[config.mk]
export PLATFORM = sky130hd
export DESIGN_NAME = demux4_reg
export DESIGN_NICKNAME = d
export VERILOG_FILES = /design/src/rtl/demux4_reg_pkg.sv /design/src/rtl/demux4_slot.sv /design/src/rtl/demux4_reg.sv
export SDC_FILE = /design/constraint.sdc
export NUM_CORES = 1
export LEC_CHECK = 0
export CORE_MARGIN = 2
export CORE_UTILIZATION = 40
export CTS_BUF_LIST = sky130_fd_sc_hd__clkbuf_4 sky130_fd_sc_hd__clkbuf_8
export CTS_CLUSTER_DIAMETER = 120
export CTS_CLUSTER_SIZE = 25
export DETAILED_ROUTE_END_ITERATION = 8
export GPL_ROUTABILITY_DRIVEN = 0
export PLACE_DENSITY = 0.69
export REMOVE_ABC_BUFFERS = 1
export SYNTH_ARGS = -nofsm -noshare
export SYNTH_HDL_FRONTEND = slang
export SYNTH_SLANG_ARGS = --single-unit
[constraint.sdc]
create_clock -name clk -period 17.4 [get_ports clk]
set_clock_uncertainty 0.05 [all_clocks]
set_input_delay 3.48 -clock clk [delete_from_list [all_inputs] [get_ports clk]]
set_output_delay 3.48 -clock clk [all_outputs]
set_load 0.03 [all_outputs]
[src/rtl/demux4_reg_pkg.sv]
// -----------------------------------------------------------------------------
// demux4_reg_pkg
//   Definitions shared by the 4-way datapath mux and demux: lane-select
//   encodings, lane count, per-lane slot state and a select-to-one-hot decoder.
// -----------------------------------------------------------------------------
package demux4_reg_pkg;

    localparam int NUM_LANES = 4;

    localparam logic [1:0] SEL_LANE0 = 2'b00;
    localparam logic [1:0] SEL_LANE1 = 2'b01;
    localparam logic [1:0] SEL_LANE2 = 2'b10;
    localparam logic [1:0] SEL_LANE3 = 2'b11;

    typedef enum logic {
        SLOT_EMPTY = 1'b0,
        SLOT_FULL  = 1'b1
    } slot_state_e;

    // One-hot lane mask for a 2-bit select.
    function automatic logic [NUM_LANES-1:0] lane_decode(input logic [1:0] sel);
        logic [NUM_LANES-1:0] mask;
        case (sel)
            SEL_LANE0: mask = 4'b0001;
            SEL_LANE1: mask = 4'b0010;
            SEL_LANE2: mask = 4'b0100;
            SEL_LANE3: mask = 4'b1000;
            default:   mask = 4'b0000;
        endcase
        return mask;
    endfunction

endpackage

[src/rtl/demux4_slot.sv]
// -----------------------------------------------------------------------------
// demux4_slot
//   One-entry holding register for a single demux lane.
//   Ports:
//     clk, reset  clock, asynchronous active-high reset
//     fill_i      load data_i this edge (wins over drain: refill on drain)
//     drain_i     consumer takes the held word this edge
//     data_i      word to load
//     valid_o     slot holds a word
//     data_o      held word (keeps its last value after a drain)
// -----------------------------------------------------------------------------
module demux4_slot
    import demux4_reg_pkg::*;
#(
    parameter int WIDTH = 32
) (
    input  logic             clk,
    input  logic             reset,
    input  logic             fill_i,
    input  logic             drain_i,
    input  logic [WIDTH-1:0] data_i,
    output logic             valid_o,
    output logic [WIDTH-1:0] data_o
);

    slot_state_e      state_q, state_d;
    logic [WIDTH-1:0] data_q,  data_d;

    // NOTE: defaults first so every path assigns state_d/data_d and no latch is inferred.
    always_comb begin
        state_d = state_q;
        data_d  = data_q;
        if (fill_i) begin
            state_d = SLOT_FULL;
            data_d  = data_i;
        end else if (drain_i && state_q == SLOT_FULL) begin
            state_d = SLOT_EMPTY;
        end
    end

    // NOTE: non-blocking assignments so every register samples pre-edge values.
    // NOTE: the data word is reset too, since lanes must read as zero out of reset.
    always_ff @(posedge clk or posedge reset) begin
        if (reset) begin
            state_q <= SLOT_EMPTY;
            data_q  <= '0;
        end else begin
            state_q <= state_d;
            data_q  <= data_d;
        end
    end

    assign valid_o = (state_q == SLOT_FULL);
    assign data_o  = data_q;

endmodule

[src/rtl/demux4_reg.sv]
// -----------------------------------------------------------------------------
// demux4_reg
//   Registered 1-to-4 demultiplexer with valid/ready handshake. One word per
//   cycle is routed to the lane named by select and held there until that
//   lane's consumer takes it.
//   Ports:
//     clk, reset   clock, asynchronous active-high reset
//     in_valid     producer presents in_data/select
//     in_ready     selected lane can take a word this cycle
//     in_data      word to route
//     select       destination lane
//     out_valid    per-lane word held
//     out_ready    per-lane consumer takes the word
//     out_data     lane n at [n*WIDTH +: WIDTH]
//     err_sticky   producer changed a stalled word/select since reset
// -----------------------------------------------------------------------------
module demux4_reg
    import demux4_reg_pkg::*;
#(
    parameter int WIDTH = 32
) (
    input  logic                       clk,
    input  logic                       reset,
    input  logic                       in_valid,
    output logic                       in_ready,
    input  logic [WIDTH-1:0]           in_data,
    input  logic [1:0]                 select,
    output logic [NUM_LANES-1:0]       out_valid,
    input  logic [NUM_LANES-1:0]       out_ready,
    output logic [NUM_LANES*WIDTH-1:0] out_data,
    output logic                       err_sticky
);

    logic                 in_fire;
    logic [NUM_LANES-1:0] fill;

    // Only the addressed lane can stall the producer; a full lane being
    // drained this cycle can be refilled on the same edge.
    assign in_ready = ~out_valid[select] | out_ready[select];
    assign in_fire  = in_valid & in_ready;
    assign fill     = lane_decode(select) & {NUM_LANES{in_fire}};

    for (genvar n = 0; n < NUM_LANES; n++) begin : g_lane
        demux4_slot #(.WIDTH(WIDTH)) u_slot (
            .clk     (clk),
            .reset   (reset),
            .fill_i  (fill[n]),
            .drain_i (out_valid[n] & out_ready[n]),
            .data_i  (in_data),
            .valid_o (out_valid[n]),
            .data_o  (out_data[n*WIDTH +: WIDTH])
        );
    end

    // Stability check: remember whether the previous cycle was a stall and
    // what was offered; the producer must repeat the same word and select.
    logic             stall_q;
    logic [WIDTH-1:0] data_q;
    logic [1:0]       sel_q;
    logic             err_q, err_d;

    always_comb begin
        err_d = err_q;
        if (stall_q && in_valid && ((in_data != data_q) || (select != sel_q))) begin
            err_d = 1'b1;
        end
    end

    always_ff @(posedge clk or posedge reset) begin
        if (reset) begin
            stall_q <= 1'b0;
            data_q  <= '0;
            sel_q   <= SEL_LANE0;
            err_q   <= 1'b0;
        end else begin
            stall_q <= in_valid & ~in_ready;
            data_q  <= in_data;
            sel_q   <= select;
            err_q   <= err_d;
        end
    end

    assign err_sticky = err_q;

endmodule

; After elaboration in Yosys (flattened, before gate mapping)
; Cells that the tools add are included.
[totals]
register_bits = 168
inputBits = 41
output_inout_bits = 134
elab_cells = 53
[op_classes]
n_lt_le_gt_ge = 1
eq_ne = 5
mux = 13
bitwise = 10
reduce_logical = 12
[ops]
columns = op, count
row1 = != test 32 bit, 1
row2 = one-hot mux 4 bit (4 select lines), 1
row3 = two-way mux 1 bit, 10
row4 = nonzero test 2 bit, 4
row5 = AND 1 bit, 6
row6 = logical AND 1 bit, 6
row7 = AND 4 bit, 1
row8 = binary-select mux 1 bit (select 2 bit), 2
row9 = "== test 2 bit, second input constant", 2
row10 = "less-than comparator 2 x 3 -> 1 bit, second input constant", 1
row11 = "== test 2 x 1 -> 1 bit, second input constant", 1
row12 = logical NOT 2 bit, 1
row13 = != test 2 bit, 1
row14 = inverter 1 bit, 2
row15 = logical OR 1 bit, 1
row16 = bitwise OR 1 bit, 1

; Longest topological paths before layout
[logic_depth]
word_depth = 7
mapped_depth = 6
ltp_nobuf = 4

; By module
; From an unflattened synthesis, not the netlist that was laid out.
[hier_totals]
hier_cells = 392
hier_area_um2 = 6921.6
[modules_own_cells]
columns = module, instances, cells_per_inst, area_each_um2, seq_area_each_um2
row1 = demux4_slot, 4, 72, 1381.3, 825.8
row2 = demux4_reg, 1, 104, 1396.3, 900.9

; Worst setup path after synthesis
; Ideal clock, no wire load.
[synth_timing]
path_kind = input to output
from = input port select[1]
to = output port in_ready
arrival_ns = 4.266
required_ns = 13.870
path_slack_ns = 9.604
path_stages = 2
n_path_buf = 1
path_cell_list = buf_2 mux4_2
[synth_via]
elab_chain_cells = 4
word_cells_on_any_way = 6
cone_classes = mux: 4 / bitwise: 2
[synth_lines]
columns = item, line_no
row1 = start: declaration, demux4_reg.sv:27  ; input logic [1:0] select,
row2 = binary-select mux 1 bit (select 2 bit), demux4_reg.sv:39  ; assign in_ready = ~out_valid[select] | out_ready[select];
row3 = two-way mux 1 bit (not written as such), demux4_reg.sv:39
row4 = inverter 1 bit, demux4_reg.sv:39
row5 = bitwise OR 1 bit (*), demux4_reg.sv:39
row6 = end: declaration, demux4_reg.sv:25  ; output logic in_ready,
; Mark *: on every way between the ends. The rest lies on a longest branch, timed or not. The select of a mux whose other input is x is not followed.

; Worst setup path after layout
; Same ends and word-level chain as after synthesis.

==> results.sh <==
export IMPL_setup_slack_ns=8.53
export IMPL_cts_setup_buffers=0
export IMPL_antenna_cells=0
export IMPL_nFillCells=1249
export IMPL_coreArea_sq_um=15300
export IMPL_r2r_end="g_lane[1].u_slot.data_o[6]$_DFFE_PP0P_"
export IMPL_whs_path_depth=1
export IMPL_multi_input_area_sq_um=1940
export IMPL_dp_slack_ns=8.54
export IMPL_dp_cells=750
export IMPL_worst_pin_slew_ns=1.01
export IMPL_hpwl_mm=9.04
export IMPL_numPortBuffers=174
export IMPL_htree_levels=4
export IMPL_overflow=0
export IMPL_die_w_um=129
export IMPL_numCtsBuffers=17
export IMPL_yosys_area_top_type="dfrtp_1"
export IMPL_slew_headroom=0.324
export IMPL_regArea_sq_um=4200
export IMPL_io_pins=175
export IMPL_placement_cell_area_sq_um=8200
export IMPL_grt_total_usage=0.172
export IMPL_fin_nets=599
export IMPL_path_class="in2out"
export IMPL_synth_xor_area_share=0.0474
export IMPL_vias_per_cell=4.68
export IMPL_synth_cell_types=24
export IMPL_worstRegToRegCells=3
export IMPL_fin_area_sq_um=8570
export IMPL_timing_hold_ws_ns=0.458
export IMPL_clk_path_buf_depth=2
export IMPL_startpoint_type="input port"
export IMPL_drt_iter0_drc=146
export IMPL_synth_top_family_by_area="multiplexers"
export IMPL_hold_violations=0
export IMPL_r2r_setup_slack_ns=15.38
export IMPL_max_freq_mhz=113
export IMPL_clock_sinks=168
export IMPL_cp_end_kind="primary output"
export IMPL_num_vias=3654
export IMPL_p_leak_uw=0.00354
export IMPL_grt_start_max_net_pins=95
export IMPL_netlist_area_sq_um=6290
export IMPL_wire_per_inst_um=17.4
export IMPL_drc=0
export IMPL_yosysSeqAreaShare=0.669
export IMPL_rows=45
export IMPL_ys_warn_count=0
export IMPL_antenna_found_initial=0
export IMPL_r2r_start="g_lane[1].u_slot.valid_o$_DFFE_PP0P_"
export IMPL_cts_root_buf="clkbuf_8"
export IMPL_cts_tree="yes"
export IMPL_ir_worst_vdd_mv=0.0778
export IMPL_synth_simple_area_share=0.0267
export IMPL_stdcell_count=780
export IMPL_ctsHoldBuffers=0
export IMPL_avgSynthCellArea_sq_um=16.5
export IMPL_whs_endpoint="g_lane[2].u_slot.data_o[18]$_DFFE_PP0P_"
export IMPL_ys_ff_latch=168
export IMPL_synth_top_area_share=0.669
export IMPL_die_area_sq_um=16700
export IMPL_start_util=0.412
export IMPL_ys_top_cells_by_area="dfrtp_1 67%, mux2_2 23%, xnor2_1 3.9%, buf_4 0.84%, xor2_1 0.84%"
export IMPL_hold_start="g_lane[2].u_slot.data_o[18]$_DFFE_PP0P_"
export IMPL_worstPathArrival_ns=5.34
export IMPL_slew_violations=0
export IMPL_grt_pass1_vias=4066
export IMPL_finalSetupViolCount=0
export IMPL_min_period_ns=8.87
export IMPL_cts_resized=0
export IMPL_maxCapViolCount=0
export IMPL_clkSlewWorstSetupHoldPaths_ns=0.08
export IMPL_drt_pass1_iter_count=3
export IMPL_ant_nets=0
export IMPL_synth_fa_ha_area_frac=0
export IMPL_fp_dieH_um=129
export IMPL_status="completed"
export IMPL_grt_first_pass_wirelength_mm=21.8
export IMPL_crit_path_max_fanout=7
export IMPL_required_ns=13.87
export IMPL_hp_class="reg2reg"
export IMPL_synthToLayoutAreaGrowth_pct=36.3
export IMPL_drive_above_1_share=0.290
export IMPL_period_share=0.510
export IMPL_clkLatencyLatePin_ns=0.43
export IMPL_p_per_area_nw_per_um2=132
export IMPL_synth_mux_area_frac=0.233
export IMPL_fin_tns_setup_ns=0
export IMPL_synth_compound_area_share=0.00179
export IMPL_syn_inst=380
export IMPL_routed_wl_mm=13.5
export IMPL_rsz0062_at_grt="false"
-- cell type report --
| cell class | instances | share of cell area |
|---|---|---|
| clock buffer | 21 | 0.0315 |
| clock inverter | 9 | 0.0120 |
| inverter | 3 | 0.00190 |
| multi-input combinational | 190 | 0.227 |
| sequential | 168 | 0.491 |
| tap | 211 | 0.0308 |
| timing repair buffer | 178 | 0.207 |
-- registers in the layout, summed over array words and instances, names as in the netlist --
name / cells
g_lane.u_slot.data_o: 128
data_q: 32
g_lane.u_slot.valid_o: 4
sel_q: 2
err_sticky: 1
stall_q: 1
-- per-layer routing --
layer,wire length (um),global-route usage,share of wire
met2,6670,0.275,0.49
met3,897,0.0611,0.066
met4,161,0.0582,0.012
met5,0,0,0
met1,5810,0.219,0.43
-- worst max-delay path, stage by stage --
cell and delay, ns:
clkdlybuf4s50_1 0.68, mux4_2 0.57, clkdlybuf4s50_1 0.61
-- kinds of logic after synthesis --
kind of cell | count (synthesis)
buffers and inverters | 22
AND/OR/NAND/NOR | 25
AO/OA/AOI/OAI | 2
XOR/XNOR | 34
flip-flops | 168
multiplexers | 129
-- cell usage after synthesis --
library cell / instances
dfrtp_1: 168
mux2_2: 126
xnor2_1: 28
buf_2: 9
nand4_1: 8
buf_4: 7
xor2_1: 6
nand2b_1: 4
buf_6: 3
inv_1: 3
nand2_1: 3
mux2_1: 2
nor4_1: 2
a21oi_1: 1
a31oi_1: 1
and4b_1: 1
mux4_2: 1
nand4b_1: 1
nor2_1: 1
nor2b_1: 1
nor3_1: 1
nor4_4: 1
or2_2: 1
or4_1: 1
-- metrics by stage --
| step | power (uW) | utilization |
|---|---|---|
| 2_1_floorplan | 703 | - |
| 3_3_place_gp | 869 | 0.537 |
| 3_5_place_dp | 877 | 0.537 |
| 4_1_cts | 1140 | 0.562 |
| 5_1_grt | 1180 | 0.562 |
| 6_report | 1130 | 0.562 |
-- power by group --
part | internal [uW] | switching, uW | total, uW | leakage (uW)
clock | 133 | 129 | 263 | 0.000188
combinational | 169 | 203 | 372 | 0.00136
sequential | 458 | 35.6 | 494 | 0.00199
total | 760 | 368 | 1130 | 0.00354
-- worst max-delay path by stage --
stage	from	depth (start not counted)	slack, ns	endpoint
finish	select[1]	3	8.53	in_ready
global route	select[1]	3	8.49	in_ready
CTS	select[1]	3	8.53	in_ready
detailed placement	select[1]	3	8.54	in_ready
global placement	select[1]	3	8.57	in_ready
floorplan	reset	1	9.32	data_q[0]$_DFF_PP0_
-- placed cells by master (no fill, tap or decap), drive strengths merged --
| cell type | netlist | final |
|---|---|---|
| nor4 | 3 | 3 |
| nand2 | 3 | 3 |
| nor2 | 1 | 1 |
| nor3 | 1 | 1 |
| xnor2 | 28 | 28 |
| nand4 | 8 | 8 |
| nand4b | 1 | 1 |
| clkbuf | 0 | 21 |
| a21oi | 1 | 1 |
| or4 | 1 | 1 |
| xor2 | 6 | 6 |
| mux4 | 1 | 1 |
| nand2b | 4 | 4 |
| inv | 3 | 3 |
| clkdlybuf4s50 | 0 | 174 |
| and4b | 1 | 1 |
| clkinvlp | 0 | 3 |
| clkinv | 0 | 4 |
| or2 | 1 | 1 |
| dfrtp | 168 | 168 |
| bufinv | 0 | 2 |
| nor2b | 1 | 1 |
| buf | 19 | 4 |
| a31oi | 1 | 1 |
| mux2 | 128 | 128 |
Power figures use the tool's default switching activity.
